## config.mk

```make
export PLATFORM = sky130hd
export DESIGN_NAME = csi2_pkt_tx
export DESIGN_NICKNAME = d
export VERILOG_FILES = /design/src/rtl/csi2_pkt_tx.sv
export SDC_FILE = /design/constraint.sdc
export NUM_CORES = 1
export LEC_CHECK = 0
export BUFFER_PORTS_ARGS = -buffer_cell sky130_fd_sc_hd__buf_2
export CAP_MARGIN = 10
export CORE_ASPECT_RATIO = 1.1
export CORE_MARGIN = 2
export CORE_UTILIZATION = 45
export CTS_CLUSTER_DIAMETER = 120
export DETAILED_ROUTE_END_ITERATION = 8
export PLACE_DENSITY_LB_ADDON = 0.1
export REMOVE_ABC_BUFFERS = 1
export SETUP_SLACK_MARGIN = 0.02
export SYNTH_ARGS = -nofsm -noshare
export SYNTH_HDL_FRONTEND = slang
export SYNTH_SLANG_ARGS = --single-unit
```

## constraint.sdc

```tcl
create_clock -name clk_i -period 2.6 [get_ports clk_i]
set_input_delay 0.13 -clock clk_i [delete_from_list [all_inputs] [get_ports clk_i]]
set_output_delay 0.13 -clock clk_i [all_outputs]
set_load 0.01 [all_outputs]
```

## src/rtl/csi2_pkt_tx.sv

```systemverilog
// csi2_pkt_tx: MIPI CSI-2 transmit packet framer for the loopback/test-pattern path.
// Emits a 4-byte header (DI, WC lo, WC hi, ECC), then for long packets the payload
// and a 2-byte CRC16 footer. Define CSI2_TX_CRC_EN to build the CRC16 footer logic;
// without it the footer is sent as 0x00 0x00 with the same state sequence and timing.
`timescale 1ns/1ps
module csi2_pkt_tx #(
    parameter int unsigned IDLE_GAP = 0
) (
    input  logic        clk_i,
    input  logic        rst_i,
    input  logic        pkt_start_i,
    input  logic        pkt_short_i,
    input  logic [7:0]  pkt_di_i,
    input  logic [15:0] pkt_wc_i,
    output logic        busy_o,
    input  logic [7:0]  din_i,
    input  logic        din_valid_i,
    output logic        din_ready_o,
    output logic [7:0]  dout_o,
    output logic        dout_valid_o,
    input  logic        dout_ready_i,
    output logic        dout_last_o
);

    typedef enum logic [2:0] {StIdle, StHdr, StPay, StCrcLo, StCrcHi, StGap} state_e;

    localparam logic [7:0] GapCycles = IDLE_GAP[7:0];

    // CSI-2 6-bit Hamming parity over the 24 header bits; bits [7:6] are zero.
    function automatic logic [7:0] ecc_calc(input logic [23:0] d);
        logic [5:0] p;
        p[0] = d[0] ^ d[1] ^ d[2] ^ d[4] ^ d[5] ^ d[7] ^ d[10] ^ d[11] ^ d[13] ^ d[16]
             ^ d[20] ^ d[21] ^ d[22] ^ d[23];
        p[1] = d[0] ^ d[1] ^ d[3] ^ d[4] ^ d[6] ^ d[8] ^ d[10] ^ d[12] ^ d[14] ^ d[17]
             ^ d[20] ^ d[21] ^ d[22] ^ d[23];
        p[2] = d[0] ^ d[2] ^ d[3] ^ d[5] ^ d[6] ^ d[9] ^ d[11] ^ d[12] ^ d[15] ^ d[18]
             ^ d[20] ^ d[21] ^ d[22];
        p[3] = d[1] ^ d[2] ^ d[3] ^ d[7] ^ d[8] ^ d[9] ^ d[13] ^ d[14] ^ d[15] ^ d[19]
             ^ d[20] ^ d[21] ^ d[23];
        p[4] = d[4] ^ d[5] ^ d[6] ^ d[7] ^ d[8] ^ d[9] ^ d[16] ^ d[17] ^ d[18] ^ d[19]
             ^ d[20] ^ d[22] ^ d[23];
        p[5] = d[10] ^ d[11] ^ d[12] ^ d[13] ^ d[14] ^ d[15] ^ d[16] ^ d[17] ^ d[18]
             ^ d[19] ^ d[21] ^ d[22] ^ d[23];
        return {2'b00, p};
    endfunction

`ifdef CSI2_TX_CRC_EN
    // Byte-parallel reflected CRC16 (x^16+x^12+x^5+1), LSB of each byte first.
    function automatic logic [15:0] crc_byte(input logic [15:0] crc, input logic [7:0] data);
        logic [7:0] x;
        x = data ^ crc[7:0];
        x = x ^ {x[3:0], 4'b0000};
        return {x, crc[15:8]} ^ {12'h000, x[7:4]} ^ {5'b00000, x, 3'b000};
    endfunction
`endif

    state_e      state_q;
    logic [7:0]  di_q;
    logic [15:0] wc_q;
    logic        short_q;
    logic [7:0]  ecc_q;
    logic [1:0]  hdr_idx_q;
    logic [15:0] count_q;
    logic [7:0]  gap_cnt_q;
    logic [7:0]  dout_q;
    logic        dout_valid_q;
    logic        dout_last_q;

    logic        out_en;
    logic        din_fire;
    logic        pay_last;
    logic [7:0]  hdr_byte;
    logic [7:0]  foot_lo;
    logic [7:0]  foot_hi;

`ifdef CSI2_TX_CRC_EN
    logic [15:0] crc_q;
    logic [15:0] crc_d;

    assign crc_d   = crc_byte(crc_q, din_i);
    assign foot_lo = crc_q[7:0];
    assign foot_hi = crc_q[15:8];
`else
    assign foot_lo = 8'h00;
    assign foot_hi = 8'h00;
`endif

    // Output register may take a new byte when empty or being drained this cycle.
    assign out_en      = !dout_valid_q || dout_ready_i;
    assign din_ready_o = (state_q == StPay) && (count_q < wc_q) && out_en;
    assign din_fire    = din_valid_i && din_ready_o;
    // Only evaluated in PAY, where wc_q >= 1.
    assign pay_last    = (count_q == wc_q - 16'd1);

    assign busy_o       = (state_q != StIdle);
    assign dout_o       = dout_q;
    assign dout_valid_o = dout_valid_q;
    assign dout_last_o  = dout_last_q;

    // Select the header byte addressed by the header index.
    always_comb begin
        hdr_byte = di_q;
        unique case (hdr_idx_q)
            2'd0:    hdr_byte = di_q;
            2'd1:    hdr_byte = wc_q[7:0];
            2'd2:    hdr_byte = wc_q[15:8];
            default: hdr_byte = ecc_q;
        endcase
    end

    // Framer FSM together with the single output register.
    always_ff @(posedge clk_i) begin
        if (rst_i) begin
            state_q      <= StIdle;
            di_q         <= 8'h00;
            wc_q         <= 16'h0000;
            short_q      <= 1'b0;
            ecc_q        <= 8'h00;
            hdr_idx_q    <= 2'd0;
            count_q      <= 16'h0000;
            gap_cnt_q    <= 8'h00;
            dout_q       <= 8'h00;
            dout_valid_q <= 1'b0;
            dout_last_q  <= 1'b0;
`ifdef CSI2_TX_CRC_EN
            crc_q        <= 16'hFFFF;
`endif
        end else begin
            // A taken byte empties the register unless a new one is loaded below.
            if (dout_ready_i) begin
                dout_valid_q <= 1'b0;
                dout_last_q  <= 1'b0;
            end
            case (state_q)
                StIdle: begin
                    if (pkt_start_i) begin
                        di_q      <= pkt_di_i;
                        wc_q      <= pkt_wc_i;
                        short_q   <= pkt_short_i;
                        ecc_q     <= ecc_calc({pkt_wc_i, pkt_di_i});
                        count_q   <= 16'h0000;
`ifdef CSI2_TX_CRC_EN
                        crc_q     <= 16'hFFFF;
`endif
                        state_q   <= StHdr;
                        // DI goes out straight away so the header starts next cycle.
                        if (out_en) begin
                            dout_q       <= pkt_di_i;
                            dout_valid_q <= 1'b1;
                            dout_last_q  <= 1'b0;
                            hdr_idx_q    <= 2'd1;
                        end else begin
                            hdr_idx_q    <= 2'd0;
                        end
                    end
                end
                StHdr: begin
                    if (out_en) begin
                        dout_q       <= hdr_byte;
                        dout_valid_q <= 1'b1;
                        dout_last_q  <= short_q && (hdr_idx_q == 2'd3);
                        if (hdr_idx_q == 2'd3) begin
                            if (short_q) begin
                                gap_cnt_q <= 8'h00;
                                state_q   <= StGap;
                            end else if (wc_q == 16'h0000) begin
                                state_q   <= StCrcLo;
                            end else begin
                                state_q   <= StPay;
                            end
                        end else begin
                            hdr_idx_q <= hdr_idx_q + 2'd1;
                        end
                    end
                end
                StPay: begin
                    if (din_fire) begin
                        dout_q       <= din_i;
                        dout_valid_q <= 1'b1;
                        dout_last_q  <= 1'b0;
                        count_q      <= count_q + 16'd1;
`ifdef CSI2_TX_CRC_EN
                        crc_q        <= crc_d;
`endif
                        if (pay_last) begin
                            state_q <= StCrcLo;
                        end
                    end
                end
                StCrcLo: begin
                    if (out_en) begin
                        dout_q       <= foot_lo;
                        dout_valid_q <= 1'b1;
                        dout_last_q  <= 1'b0;
                        state_q      <= StCrcHi;
                    end
                end
                StCrcHi: begin
                    if (out_en) begin
                        dout_q       <= foot_hi;
                        dout_valid_q <= 1'b1;
                        dout_last_q  <= 1'b1;
                        gap_cnt_q    <= 8'h00;
                        state_q      <= StGap;
                    end
                end
                StGap: begin
                    if (gap_cnt_q == GapCycles) begin
                        state_q <= StIdle;
                    end else begin
                        gap_cnt_q <= gap_cnt_q + 8'd1;
                    end
                end
                default: state_q <= StIdle;
            endcase
        end
    end

endmodule

```

==> metrics <==
status complete, no violations; Final WS setup approximately 180 ps; total power 4.937 mW; CTS tree built; worst r2r src wc_q[2]; Worst path most repeated cell buf_4; area grow syn2layout 16.57%; gr busiest metal met2; pre-CTS setup slack 79.51 ps; global placement routability congestion between 0.8 and 0.9; M3 GR Usage between 3 and 4%; WP data required approximately 2800 ps; WP data arrival approximately 2600 ps; # IOs 50; Period minus WS final between 2000 and 2500 ps; Via density about 5.7; Top FF cell, synth dfxtp_1; share of cells above drive strength 1 about 17%; CP peak stage delay between 300 and 400 ps; GR Overflow Total 0; Peak Freq ~0.41 GHz; worst skew pair latency roughly 340 ps; WS Path Type reg2reg; YS warnings 0; Synth cell types 64; max cap viols 0; CTS clk-pin slew, worst paths around 60 ps; Post-Syn Area 4962 um^2; Worst setup EP type flop; Die ar. around 12000 um^2; WP buf/inv 3; Initial DRC Count a little under 300; leading area contributor after synthesis dfxtp_1; Worst setup startpoint wc_q[2]; Lkg Pwr approximately 2.3 nW; pwr dens roughly 850 nW/um^2; first-pass GRT wire length between 20000 and 25000 um; RSZ-0062 raised after global routing no; CTS sink cnt 70; GR Util met2 about two fifths; Rows 40; Setup crit end dout_last_o; register area between 1000 and 1500 um^2; Max VDD drop ~0.00044 V; Max Slew Vio Count 0; HPWL after DPL around 11000 um; Final period util 92.99%; sequential share of the synthesized area between 20% and 30%; Fin. Hold Viols 0; Async SR Flop Fraction 0%; Slew HR a little over half; Fill cells 1114; final WL roughly 14000 um; critical path launch point type flop; Port Buf Inserts 49; met1 Use GR between 30% and 40%; Layout Skew ~7 ps; Synth top area share ~28%; Hold Crit Class in2reg; # diodes 0; drt pass-1 iters 5; Post-synth EDFFs 0; worst-path cell chain inv_1 > ha_1 > o21ai_1 > a21oi_1 > nor4_1 > buf_4 > o211ai_1 > buf_4 > a31o_4 > a221oi_1 > o22ai_1; Die W 104.1 um; Least-Margin Pin Slew ~670 ps; setup_tns 0 ps; H-tree Lvls 3; CTS root buffer clkbuf_16; Antenna Nets Post-Route 0; reg-to-reg setup timing slack between 150 and 200 ps; Seq cells post-synth 70; Die Y between 100 and 150 um; effective utilization at floorplan 45.69%; pin count of the biggest net entering global routing between 50 and 60; Max Root-Sink Buffers 2; Critical R2R Capture dout_last_o; CTS Buf Count 9; number of global-route vias before repair around 4600; CP top delay family compound AO/OA/AOI/OAI gates; fin nets ~740; Worst path depth 11; footprint of the multi-input gates roughly 3300 um^2; routed len/inst 17.20 um; via count between 4000 and 5000; core area 10860 um^2; initial antenna violation count 0; post-synthesis cell count around 630; r2r worst-path depth 11; GRT Total Usage approximately 25%; Avg Cell Area, Syn 7.902 um^2; # DRC 0; top cells by area, synth dfxtp_1 (28%), xnor2_1 (9.7%), nand2_1 (7.0%), ha_1 (6.3%), a21oi_1 (5.1%); Final Setup Violations 0; Crit-path slowest cell dfxtp_1; Max FO, Critical Path 22
## stage by stage
stage                     hold WS (ps)  std cells  instance area (um^2)  util, %
after floorplan                  199.1        586                  4793        -
after global placement           377.1        810                  5433    50.02
after detailed placement         386.1        810                  5433    50.02
after CTS                        26.19        826                  5736    52.81
after global routing             41.79        827                  5784    53.26
final                            29.89        827                  5784    53.26
## worst min-delay path by stage
stage / startpoint / end / cells past startpoint
final: pkt_short_i / short_q / 3
after global placement: pkt_short_i / short_q / 3
after detailed placement: pkt_short_i / short_q / 3
after CTS: pkt_short_i / short_q / 3
after global routing: pkt_short_i / short_q / 3
after floorplan: rst_i / di_q[0] / 1
## state kept, by name, summed over array words and instances (netlist names)
signal	count
hdr_idx_q	2
count_q	16
dout_o	8
di_q	8
dout_valid_o	1
dout_last_o	1
gap_cnt_q	8
state_q	3
wc_q	16
short_q	1
ecc_q	6
## timing repair
item / 4_1_cts / 5_1_grt
setup buffers: 0 / 1
hold buffers: 0 / 0
setup endpoints to repair: 0 / 28
gates resized for setup: 0 / 11
## synth_stat cells, types with 9 or more instances
| library cell | number |
|---|---|
| xor2_1 | 20 |
| clkbuf_1 | 31 |
| buf_2 | 9 |
| xnor2_1 | 55 |
| nand3_1 | 9 |
| nor3_1 | 19 |
| a21oi_1 | 51 |
| nand4_1 | 13 |
| ha_1 | 25 |
| nor2_1 | 32 |
| o21ai_0 | 14 |
| inv_1 | 32 |
| dfxtp_1 | 70 |
| or3_1 | 9 |
| nand2_1 | 92 |
| mux2i_1 | 14 |
| o2111ai_1 | 10 |
| a211oi_1 | 12 |
## area by class of cell
type                    instances  share of cell area (%)
inverters                      34                   2.206
well taps                     147                   3.180
clock inverters                 3                  0.7355
clock buffers                  13                   4.499
repair buffers                 78                   8.003
flip-flops and latches         70                   24.29
multi-input cells             482                   57.08
## logic make-up (layout without fill, tap and decap cells)
logic type	count (synthesis)	after routing	share of synthesized area, %
and+or+nand+nor	219	219	22.16
AOI/OAI and AO/OA	149	149	21.26
buffers and inverters	76	128	5.976
xor gates and xnor gates	75	75	13.24
DFF	70	70	28.24
adders and majority gates	25	25	6.304
muxes	14	14	2.824
## routing by layer
| layer | vias to the layer above | wire (um) |
|---|---|---|
| li1 | 2349 | - |
| met1 | 2243 | 6607 |
| met2 | 108 | 6637 |
| met3 | 34 | 530 |
| met4 | 0 | 447 |
| met5 | - | 0 |
## worst reg2reg max path: cells and delay by family, from the launching register on
family                   cells  cell delay [ps]
flip-flops                   1              330
AO/OA/AOI/OAI                6             1100
AND/OR/NAND/NOR              1              180
buffers and inverters        3              400
adder cells (fa/ha/maj)      1              280
## where the power goes
part / switching, mW / total (mW) / internal, mW
Combinational: 1.34 / 2.26 / 0.927
Clock: 0.471 / 1.26 / 0.794
Sequential: 0.153 / 1.41 / 1.26
Total: 1.96 / 4.94 / 2.98
## placed cells by master (no fill, tap or decap), types with 13 or more instances in the layout
master,n
xnor2_1,55
mux2i_1,14
nand4_1,13
a21oi_1,51
buf_2,49
nand2_1,92
buf_4,29
nor2_1,32
nor3_1,19
dfxtp_1,67
ha_1,25
o21ai_0,13
xor2_1,20
inv_1,32
(Power assumes the default switching activity.)
